### src/rtl/mux5_rr_arbiter.sv
// Round-robin arbiter sharing one 5-to-1 datapath mux among five valid/ready
// requesters, with packet locking and a single-entry registered output stage.
module mux5_rr_arbiter #(
  parameter int size   = 32,
  parameter int NUM_IN = 5
) (
  input  logic                   CGRA_Clock,
  input  logic                   CGRA_Reset_n,
  input  logic [NUM_IN-1:0]      in_valid,
  input  logic [NUM_IN-1:0]      in_last,
  input  logic [NUM_IN*size-1:0] in_data,
  output logic [NUM_IN-1:0]      in_ready,
  output logic [2:0]             mux_select,
  output logic                   out_valid,
  output logic [size-1:0]        out_data,
  output logic [2:0]             out_src,
  output logic                   out_last,
  input  logic                   out_ready
);

  logic            lock;
  logic [2:0]      lock_idx;
  logic [2:0]      ptr;
  logic [2:0]      grant;
  logic            grant_valid;
  logic [2:0]      cand;
  logic            free;
  logic            accept;
  logic [size-1:0] mux_out;

  assign free = !out_valid || out_ready;

  // Locked packets keep their source; otherwise search ptr+1, ptr+2, ... modulo 5.
  always_comb begin
    grant       = 3'd0;
    grant_valid = 1'b0;
    cand        = 3'd0;
    if (lock) begin
      grant       = lock_idx;
      grant_valid = 1'b1;
    end else begin
      for (int k = 1; k <= NUM_IN; k++) begin
        if (ptr >= 3'(NUM_IN - k)) cand = ptr - 3'(NUM_IN - k);
        else                       cand = ptr + 3'(k);
        if (!grant_valid && in_valid[cand]) begin
          grant       = cand;
          grant_valid = 1'b1;
        end
      end
    end
    if (!CGRA_Reset_n) grant_valid = 1'b0;
  end

  assign mux_select = grant_valid ? grant : 3'd7;

  always_comb begin
    case (mux_select)
      3'd0:    mux_out = in_data[0*size +: size];
      3'd1:    mux_out = in_data[1*size +: size];
      3'd2:    mux_out = in_data[2*size +: size];
      3'd3:    mux_out = in_data[3*size +: size];
      3'd4:    mux_out = in_data[4*size +: size];
      default: mux_out = '0;
    endcase
  end

  always_comb begin
    in_ready = '0;
    accept   = 1'b0;
    if (grant_valid && free) begin
      in_ready[grant] = in_valid[grant];
      accept          = in_valid[grant];
    end
  end

  // An accept loads the output stage and updates lock/priority; otherwise a drain empties it.
  always_ff @(posedge CGRA_Clock or negedge CGRA_Reset_n) begin
    if (!CGRA_Reset_n) begin
      out_valid <= 1'b0;
      out_data  <= '0;
      out_src   <= 3'd0;
      out_last  <= 1'b0;
      lock      <= 1'b0;
      lock_idx  <= 3'd0;
      ptr       <= 3'd4;
    end else if (accept) begin
      out_valid <= 1'b1;
      out_data  <= mux_out;
      out_src   <= grant;
      out_last  <= in_last[grant];
      if (in_last[grant]) begin
        lock <= 1'b0;
        ptr  <= grant;
      end else begin
        lock     <= 1'b1;
        lock_idx <= grant;
      end
    end else if (out_ready) begin
      out_valid <= 1'b0;
    end
  end

endmodule

### config.mk
export PLATFORM = sky130hd
export DESIGN_NAME = mux5_rr_arbiter
export DESIGN_NICKNAME = d
export VERILOG_FILES = /design/src/rtl/mux5_rr_arbiter.sv
export SDC_FILE = /design/constraint.sdc
export NUM_CORES = 1
export LEC_CHECK = 0
export BUFFER_PORTS_ARGS = -buffer_cell sky130_fd_sc_hd__buf_2
export CAP_MARGIN = 20
export CORE_AREA = 5 5 108 110
export DETAILED_ROUTE_END_ITERATION = 7
export DIE_AREA = 0 0 113 115
export GPL_TIMING_DRIVEN = 0
export PLACE_DENSITY = 0.76
export SLEW_MARGIN = 30
export SYNTH_ARGS = -nofsm -noshare
export SYNTH_HDL_FRONTEND = slang
export SYNTH_SLANG_ARGS = --single-unit
### constraint.sdc
create_clock -name CGRA_Clock -period 6.8 [get_ports CGRA_Clock]
set_clock_uncertainty 0.1 [all_clocks]
set_input_delay 0.68 -clock CGRA_Clock [delete_from_list [all_inputs] [get_ports CGRA_Clock]]
set_output_delay 0.68 -clock CGRA_Clock [all_outputs]
set_load 0.01 [all_outputs]
==> impl_results.md, run 1 <==
* CP Launch Type: flop
* FF-to-FF End: out_data[1]
* Crit-path most repeated cell: clkbuf_1
* Final hold vios at 0
* Final GP Congestion at 0.9600
* Layout cell share with drive strength beyond 1 at 37.17%
* Most frequent cells in the layout: buf_2 (220), nand2_1 (147), nand3_1 (70), dfrtp_1 (43), a32o_1 (34)
* Routed WL per cell at 18.54 µm
* Crit-path cells: buf_2 -> inv_1 -> ha_1 -> clkbuf_1 -> nand2_1 -> a22oi_1 -> o211ai_1 -> nor2b_1 -> or3_1 -> a32o_2 -> o221a_2 -> buf_4 -> clkbuf_1 -> clkbuf_1 -> or4_1 -> nor2_1 -> buf_2
* Max_slew headroom at 55.86%
* Largest net degree at the start of global routing at 46
* CP Data Required Time at 6.02 ns
* Worst path slowest cell: or4_1
* Crit path arrival time at 5.56 ns
* DRT antenna net count at 0
* Slew Viols, Final at 0
* Root Driver: clkbuf_8
* Sequential-to-total area share from yosys stat at 25.97%
* FF-to-FF path depth at 17
* Die area at 13,000 µm²
* # fillers at 1,062
* Synth Instances at 532
* Initial core utilization at 40.03%
* First-pass GRT wire length at 25,830 µm
* Port Buffers at 216
* Yosys warns at 0
* Detailed Place HPWL at 13,290 µm
* Asr flop ratio synth at 100.0%
* Worst Max-Slew Pin Slew at 0.6552 ns
* Row cnt at 38
* CTS buffer count at 5
* R2r setup slk at 1.28 ns
* Boundary Pins at 218
* Drt pass-1 iters at 5
* Critical path startpoint: ptr[0]
* Initial antenna violation count at 3
* CTS hold repair buffers at 0
* Final Setup Violations at 0
* Vias in the first global route at 4,930
* GRT Total Usage at 24.75%
* Area Overhead vs Synth at 32.31%
* Distinct cells, synth at 68
* GR Overflow Total at 0
* Most common cell after layout, fill and taps aside: buf_2
* Syn Area/Cell at 7.978 µm²
* Syn_nets at 713
* DR vias at 5,003
* DIE WIDTH at 113 µm
* Placeable Area at 10,600 µm²
* RSZ-0062 raised after global routing: false
* CP peak stage delay at 0.67 ns
* Worst-path fanout max at 10
* Ys flop type: dfrtp_1
* Crit Path Class: reg -> out
* Worst R2R Start: ptr[0]
* Detailed Route WL at 16,650 µm
* MaxCap Viol Count at 0
* H-tree level count at 2
* Post-synth EDFFs at 0
* Post-CTS resize count at 0
* Crit. End Element: output pin
* FMAX at 157.6 MHz
* Die height at 115 µm
* Via density per instance at 5.571
* CTS tree: built
* Final TNS setup at 0 ns
* FF+latch count, synth at 44
* Status: finished, final reports clean
* Skew-Pair Late Insertion Delay at 0.29 ns
* Drt initial violations at 405
* Final Critical Period at 6.345 ns
* Synthesized area at 4244 µm²
* CTS Buffer Depth at 2
* CTS sink count at 44
* # DRC at 0
* Reg clk slew, reported paths at 0.09 ns
* Hold Path Class: in -> async
* Setup repair bufs after CTS at 0
* Fin crit share at 93.30%
* Nets at 936
[metrics by stage]
stage	cells	hold WS [ns]	cell area [µm²]	setup slack (ns)	utilization, %
finish	898	0.2692	5615	0.4555	52.96
global route	898	0.3125	5615	0.1293	52.96
CTS	896	0.2902	5610	0.5016	52.91
detailed placement	888	0.3707	5503	0.8382	51.90
global placement	888	0.3600	5500	0.8000	51.88
floorplan	532	0.2844	4244	1.763	-
[state kept, by name, indices dropped and copies added, names as in the netlist]
signal	cells
lock	1
lock_idx	3
out_src	3
out_valid	1
ptr	3
out_last	1
out_data	32
[area by class of cell]
cell class / instances / area [µm²] / area share [%]
Sequential cell: 44 / 1102 / 19.63
Tap cell: 140 / 175.2 / 3.119
Clock buffer: 6 / 72.57 / 1.292
Inverter: 11 / 41.29 / 0.7353
Timing Repair Buffer: 216 / 1084 / 19.30
Clock inverter: 2 / 35.03 / 0.6239
Multi-Input combinational cell: 433 / 2892 / 51.49
Buffer: 44 / 209.0 / 3.721
Antenna cell: 2 / 5.005 / 0.08913
[layer usage]
metal  up-vias  GRT usage, %  wire [µm]
li1       2372             -          -
met1      2334         30.75       6505
met2       251         42.14       8102
met3        44         5.579       1494
met4         2         9.215        537
met5         -             0         13
[critical path: cells and delay by family (launching register included)]
family / cells / cell delay [ns]
compound gates: 4 / 0.92
flops: 1 / 0.57
fa+ha+maj: 1 / 0.40
buf+inv: 7 / 1.82
simple gates: 5 / 1.54
[synthesized netlist by cell type, types with 2 or more instances]
master / instances / area [µm²]
nand3_1: 70 / 350.3
o2111ai_1: 4 / 35.03
nor3b_1: 2 / 15.01
buf_2: 5 / 25.02
mux2_1: 2 / 22.52
nor2b_1: 4 / 25.02
inv_1: 11 / 41.29
o21ai_1: 2 / 10.01
and4_1: 3 / 26.28
a211o_1: 2 / 17.52
nand2_1: 147 / 551.8
dfrtp_1: 43 / 1076
mux4_2: 2 / 45.04
a211oi_1: 2 / 15.01
o21a_1: 4 / 30.03
or2_2: 2 / 12.51
mux2_4: 32 / 480.5
ha_1: 8 / 100.1
nand2b_1: 14 / 87.58
o21ai_0: 12 / 60.06
a2111oi_0: 2 / 17.52
nand3b_1: 2 / 15.01
and2_1: 4 / 25.02
a21o_1: 4 / 30.03
buf_1: 3 / 11.26
nand4_1: 3 / 18.77
a21oi_1: 7 / 35.03
clkbuf_1: 30 / 112.6
or4_1: 2 / 15.01
buf_4: 2 / 15.01
a22oi_1: 4 / 30.03
a32o_1: 34 / 340.3
nor3_1: 2 / 10.01
buf_6: 4 / 45.04
a31oi_1: 4 / 25.02
mux2i_1: 10 / 100.1
nor2_1: 12 / 45.04
a21boi_0: 2 / 15.01
[cell families (layout without fill, tap and decap cells)]
| family | Yosys count | after routing | share of synthesized area [%] |
|---|---|---|---|
| simple gates | 276 | 276 | 30.31 |
| compound gates | 101 | 101 | 19.72 |
| buf+inv | 55 | 279 | 5.896 |
| mux | 47 | 47 | 15.54 |
| flops | 44 | 44 | 25.97 |
| fa+ha+maj | 8 | 8 | 2.359 |
| xor+xnor | 1 | 1 | 0.2064 |
| other cells | 0 | 2 | 0 |
[worst max path at each step]
stage	to	slack [ns]
after floorplan	in_ready[2]	1.76
after global placement	in_ready[3]	0.80
after detailed placement	in_ready[2]	0.84
after CTS	in_ready[2]	0.50
after global routing	in_ready[2]	0.13
final	in_ready[3]	0.46
Power of run 1 is left out: the tool's default activity adds up to more than one toggle a clock period on the data nets, which glitch-free logic cannot reach.
==> run 2, diff against run 1 <==
--- a/config.mk
+++ b/config.mk
@@ -7,11 +7,11 @@
 export LEC_CHECK = 0
 export BUFFER_PORTS_ARGS = -buffer_cell sky130_fd_sc_hd__buf_2
 export CAP_MARGIN = 20
-export CORE_AREA = 5 5 108 110
+export CORE_AREA = 5 5 102 104
 export DETAILED_ROUTE_END_ITERATION = 7
-export DIE_AREA = 0 0 113 115
+export DIE_AREA = 0 0 107 109
 export GPL_TIMING_DRIVEN = 0
-export PLACE_DENSITY = 0.76
+export PLACE_DENSITY = 0.84
 export SLEW_MARGIN = 30
 export SYNTH_ARGS = -nofsm -noshare
 export SYNTH_HDL_FRONTEND = slang
==> impl_results.md, run 2 (synthesized netlist as in run 1, its figures left out) <==
* MaxCap Viol Count at 0 (unchanged)
* Via density per instance at 5.900 (was 5.571)
* Drt pass-1 iters at 5 (unchanged)
* Initial antenna violation count at 0 (was 3)
* Crit-path most repeated cell: clkbuf_1 (unchanged)
* Final hold vios at 0 (unchanged)
* FMAX at 158.9 MHz (was 157.6 MHz)
* DR vias at 5,139 (was 5,003)
* Detailed Route WL at 16,960 µm (was 16,650 µm)
* Drt initial violations at 328 (was 405)
* Fin util at 58.99% (was 52.96%)
* Number of flip-flops in the largest register at 32 (unchanged)
* Worst path slowest cell: or4_1 (unchanged)
* H-tree level count at 2 (unchanged)
* Area Overhead vs Synth at 31.49% (was 32.31%)
* Max_slew headroom at 57.58% (was 55.86%)
* Vias in the first global route at 5,147 (was 4,930)
* Layout cell share with drive strength beyond 1 at 37.17% (unchanged)
* Boundary Pins at 218 (unchanged)
* Fin crit share at 92.57% (was 93.30%)
* Final Setup Violations at 0 (unchanged)
* DRT antenna net count at 0 (unchanged)
* Placeable Area at 9459 µm² (was 10,600 µm²)
* Most frequent cells in the layout: buf_2 (220), nand2_1 (147), nand3_1 (70), dfrtp_1 (43), a32o_1 (34) (unchanged)
* Worst Max-Slew Pin Slew at 0.6362 ns (was 0.6552 ns)
* First-pass GRT wire length at 26,140 µm (was 25,830 µm)
* DIE WIDTH at 107 µm (was 113 µm)
* Sequential Area at 1102 µm² (unchanged)
* Row cnt at 36 (was 38)
* CP Data Required Time at 6.02 ns (about the same)
* Final Critical Period at 6.295 ns (was 6.345 ns)
* Root Driver: clkbuf_8 (unchanged)
* Cell family with most CP delay: buffers and inverters (unchanged)
* CTS sink count at 44 (unchanged)
* Crit-path cells: buf_2 -> inv_1 -> ha_1 -> clkbuf_1 -> nand2_1 -> a22oi_1 -> o211ai_1 -> nor2b_1 -> or3_1 -> a32o_2 -> o221a_2 -> buf_4 -> clkbuf_1 -> clkbuf_1 -> or4_1 -> nor2_1 -> buf_2 (unchanged)
* Largest net degree at the start of global routing at 46 (unchanged)
* Largest Register: out_data (unchanged)
* RSZ-0062 raised after global routing: false (unchanged)
* CTS buffer count at 5 (unchanged)
* Detailed Place HPWL at 13,550 µm (was 13,290 µm)
* Hold Path Class: in -> async (unchanged)
* CTS tree: built (unchanged)
* Status: finished, final reports clean (unchanged)
* GR Overflow Total at 0 (unchanged)
* CTS Buffer Depth at 2 (unchanged)
* CP peak stage delay at 0.67 ns (about the same)
* Setup repair bufs after CTS at 0 (unchanged)
* Instance count on the critical path at 17 (unchanged)
* WHS at 0.2697 ns (was 0.2692 ns)
* FF-to-FF path depth at 17 (unchanged)
* Final TNS setup at 0 ns (unchanged)
* WP buf/inv at 7 (unchanged)
* Skew-Pair Late Insertion Delay at 0.30 ns (was 0.29 ns)
* Crit Path Class: reg -> out (unchanged)
* Die height at 109 µm (was 115 µm)
* Crit path arrival time at 5.51 ns (was 5.56 ns)
* Nets at 936 (unchanged)
* CP Launch Type: flop (unchanged)
* Routed WL per cell at 19.48 µm (was 18.54 µm)
* # DRC at 0 (unchanged)
* CTS hold repair buffers at 0 (unchanged)
* Die area at 11,660 µm² (was 13,000 µm²)
* Worst-path fanout max at 10 (unchanged)
* Slew Viols, Final at 0 (unchanged)
* GRT Total Usage at 28.65% (was 24.75%)
* Post-CTS resize count at 0 (unchanged)
* Port Buffers at 216 (unchanged)
* Area of the multi-input gates at 2892 µm² (unchanged)
* Crit. End Element: output pin (unchanged)
* Initial core utilization at 44.87% (was 40.03%)
* Final GP Congestion at 0.9272 (was 0.9600)
* # fillers at 899 (was 1,062)
* Most common cell after layout, fill and taps aside: buf_2 (unchanged)
* Reg clk slew, reported paths at 0.09 ns (about the same)
## run 2: changes by cell type in the layout (fill, tap and decap cells not counted), sizes merged
| cell | previous run | this run |
|---|---|---|
| diode | 2 | 1 |
## run 2: layout make-up
type                            instances  area share (%)
Timing Repair Buffer                  216           19.42
Buffer                                 44           3.744
Clock buffer                            6           1.300
Tap cell                              114           2.556
Inverter                               11          0.7399
Antenna cell                            1         0.04484
Clock inverter                          2          0.6278
Multi-Input combinational cell        433           51.82
Sequential cell                        44           19.75
## run 2: worst paths after layout
kind,start,slack [ns],end
worst max register to register,ptr[0],1.31,out_data[6]
worst max-delay path,ptr[0],0.51,in_ready[3]
max in group asynchronous,CGRA_Reset_n,5.92,out_data[5]
min in group CGRA_Clock,out_src[1],0.39,out_src[1]
worst min register to register,out_src[1],0.39,out_src[1]
worst min-delay path,CGRA_Reset_n,0.27,out_data[17]
## run 2: per-stage QoR
step | worst slack [ns] | instance area (µm²) | instances
6_report | 0.5052 | 5580 | 871
5_1_grt | 0.1468 | 5578 | 870
4_1_cts | 0.5698 | 5578 | 870
3_5_place_dp | 0.9260 | 5470 | 862
3_3_place_gp | 0.9499 | 5468 | 862
2_1_floorplan | 1.763 | 4244 | 532
## run 2: per-layer routing
layer	GRT usage [%]	up-vias	share of wire [%]
met5	0	-	0
met4	13.97	0	4.8
met3	6.098	58	8.4
met2	48.47	294	49
li1	-	2371	-
met1	34.72	2416	38
Power of run 2 is left out for the same reason.
==> run 3, diff against run 2 <==
--- a/config.mk
+++ b/config.mk
@@ -12,6 +12,7 @@
 export DIE_AREA = 0 0 107 109
 export GPL_TIMING_DRIVEN = 0
 export PLACE_DENSITY = 0.84
+export REMOVE_ABC_BUFFERS = 1
 export SLEW_MARGIN = 30
 export SYNTH_ARGS = -nofsm -noshare
 export SYNTH_HDL_FRONTEND = slang
==> impl_results.md, run 3 (synthesized netlist as in run 1, its figures left out) <==
* Status: finished, final reports clean (unchanged)
* Placed instance area at 5445 µm² (was 5470 µm²)
* FMAX at 156.4 MHz (was 158.9 MHz)
* H-tree level count at 2 (unchanged)
* Crit-path cells: inv_1 -> ha_1 -> a211oi_4 -> mux2i_1 -> mux4_2 -> nand2_2 -> a21boi_0 -> o21ai_0 -> nor2_4 -> a2111oi_0 -> or4_4 -> buf_12 -> or2_1 -> nor2_1 -> buf_2 (was buf_2 -> inv_1 -> ha_1 -> clkbuf_1 -> nand2_1 -> a22oi_1 -> o211ai_1 -> nor2b_1 -> or3_1 -> a32o_2 -> o221a_2 -> buf_4 -> clkbuf_1 -> clkbuf_1 -> or4_1 -> nor2_1 -> buf_2)
* Final WS setup at 0.4048 ns (was 0.5052 ns)
* Initial core utilization at 44.87% (unchanged)
* Drt pass-1 iters at 6 (was 5)
* Crit. End Element: output pin (unchanged)
* Root Driver: clkbuf_8 (unchanged)
* CTS tree: built (unchanged)
* Final Cell Area at 5605 µm² (was 5580 µm²)
* Boundary Pins at 218 (unchanged)
* Final GP Congestion at 0.9188 (was 0.9272)
* Routed WL per cell at 18.70 µm (was 19.48 µm)
* CTS buffer count at 5 (unchanged)
* Vias in the first global route at 4,778 (was 5,147)
* Slew Viols, Final at 0 (unchanged)
* Die height at 109 µm (unchanged)
* WHS at 0.2766 ns (was 0.2697 ns)
* MaxCap Viol Count at 0 (unchanged)
* Most common cell after layout, fill and taps aside: buf_2 (unchanged)
* Largest net degree at the start of global routing at 46 (unchanged)
* Worst Max-Slew Pin Slew at 0.8007 ns (was 0.6362 ns)
* Number of flip-flops in the largest register at 32 (unchanged)
* DR vias at 4,960 (was 5,139)
* Final Setup Violations at 0 (unchanged)
* GRT Total Usage at 25.56% (was 28.65%)
* Reg clk slew, reported paths at 0.09 ns (about the same)
* Layout cell share with drive strength beyond 1 at 39.89% (was 37.17%)
* CTS sink count at 44 (unchanged)
* Largest Register: out_data (unchanged)
* Worst-path fanout max at 29 (was 10)
* CP Data Required Time at 6.02 ns (about the same)
* Detailed Route WL at 15,650 µm (was 16,960 µm)
* Placeable Area at 9459 µm² (unchanged)
* Via density per instance at 5.926 (was 5.900)
* Nets at 902 (was 936)
* CP Launch Type: flop (unchanged)
* Die area at 11,660 µm² (unchanged)
* DIE WIDTH at 107 µm (unchanged)
* Place WS at 0.3227 ns (was 0.9260 ns)
* Detailed Place HPWL at 11,450 µm (was 13,550 µm)
* Row cnt at 36 (unchanged)
* Port Buffers at 217 (was 216)
* # DRC at 0 (unchanged)
* CTS Buffer Depth at 2 (unchanged)
* Fin crit share at 94.05% (was 92.57%)
* # fillers at 857 (was 899)
* Crit path arrival time at 5.62 ns (was 5.51 ns)
* Initial antenna violation count at 1 (was 0)
* Max_slew headroom at 46.62% (was 57.58%)
* First-pass GRT wire length at 23,910 µm (was 26,140 µm)
* DRT antenna net count at 0 (unchanged)
* Worst path slowest cell: dfstp_4 (was or4_1)
* Most frequent cells in the layout: buf_2 (216), nand2_1 (147), nand3_1 (70), dfrtp_1 (41), a32o_1 (34) (was buf_2 (220), nand2_1 (147), nand3_1 (70), dfrtp_1 (43), a32o_1 (34))
* CP peak stage delay at 0.74 ns (was 0.67 ns)
* Area Overhead vs Synth at 32.08% (was 31.49%)
* Drt initial violations at 403 (was 328)
* Final Critical Period at 6.395 ns (was 6.295 ns)
* GR Overflow Total at 0 (unchanged)
* Hold Path Class: in -> async (unchanged)
* Crit Path Class: reg -> out (unchanged)
* Final hold vios at 0 (unchanged)
* Skew-Pair Late Insertion Delay at 0.30 ns (about the same)
* RSZ-0062 raised after global routing: false (unchanged)
run 3: path summary, 6_finish.rpt:
| kind | startpoint | endpoint | slack (ns) | depth (start not counted) |
|---|---|---|---|---|
| min in group CGRA_Clock | out_src[1] | out_src[1] | 0.39 | 2 |
| hold reg to reg | out_src[1] | out_src[1] | 0.39 | 2 |
| hold / removal | CGRA_Reset_n | out_data[8] | 0.28 | 1 |
| max in group asynchronous | CGRA_Reset_n | ptr[1] | 5.91 | 1 |
| setup / recovery | ptr[2] | in_ready[4] | 0.40 | 15 |
| setup reg to reg | ptr[2] | lock_idx[0] | 1.40 | 13 |
run 3: per-layer routing:
layer	track usage, %	wire length, µm
met3	4.618	1438
met1	32.55	5985
met5	0	0
met2	42.99	7605
met4	10.41	623
run 3: worst max-delay path, delay by kind of cell, from the launching register on:
kind / cells / cell delay [ns]
buf+inv: 3 / 0.58
fa+ha+maj: 1 / 0.34
flops: 1 / 0.74
mux: 2 / 0.90
compound gates: 4 / 1.14
simple gates: 5 / 1.59
run 3: final cells by class:
cell class                 count  area, µm²  share of cell area, %
sequential                    44       1109                  19.78
inverter                      11      41.29                 0.7366
tap                          114      142.6                  2.545
multi-input combinational    435       2960                  52.81
antenna                        1      2.502                0.04464
clock buffer                   6      82.58                  1.473
clock inverter                 2      38.79                 0.6920
timing repair buffer         224       1229                  21.92
run 3: per-stage QoR:
stage	utilization [%]	instances	TNS [ns]
final	59.26	837	0
after global routing	59.26	837	0
after floorplan	-	488	-35.41
after CTS	58.97	834	0
after global placement	55.65	819	-131.63
after detailed placement	57.57	825	0
run 3: what timing repair did:
| item | 4_1_cts | 5_1_grt |
|---|---|---|
| gates cloned | 1 | 1 |
| hold buffers | 0 | 0 |
| resized for setup | 0 | 3 |
| setup buffers | 0 | 1 |
| endpoints found under the setup margin | 2 | 3 |
Power of run 3 is left out for the same reason.
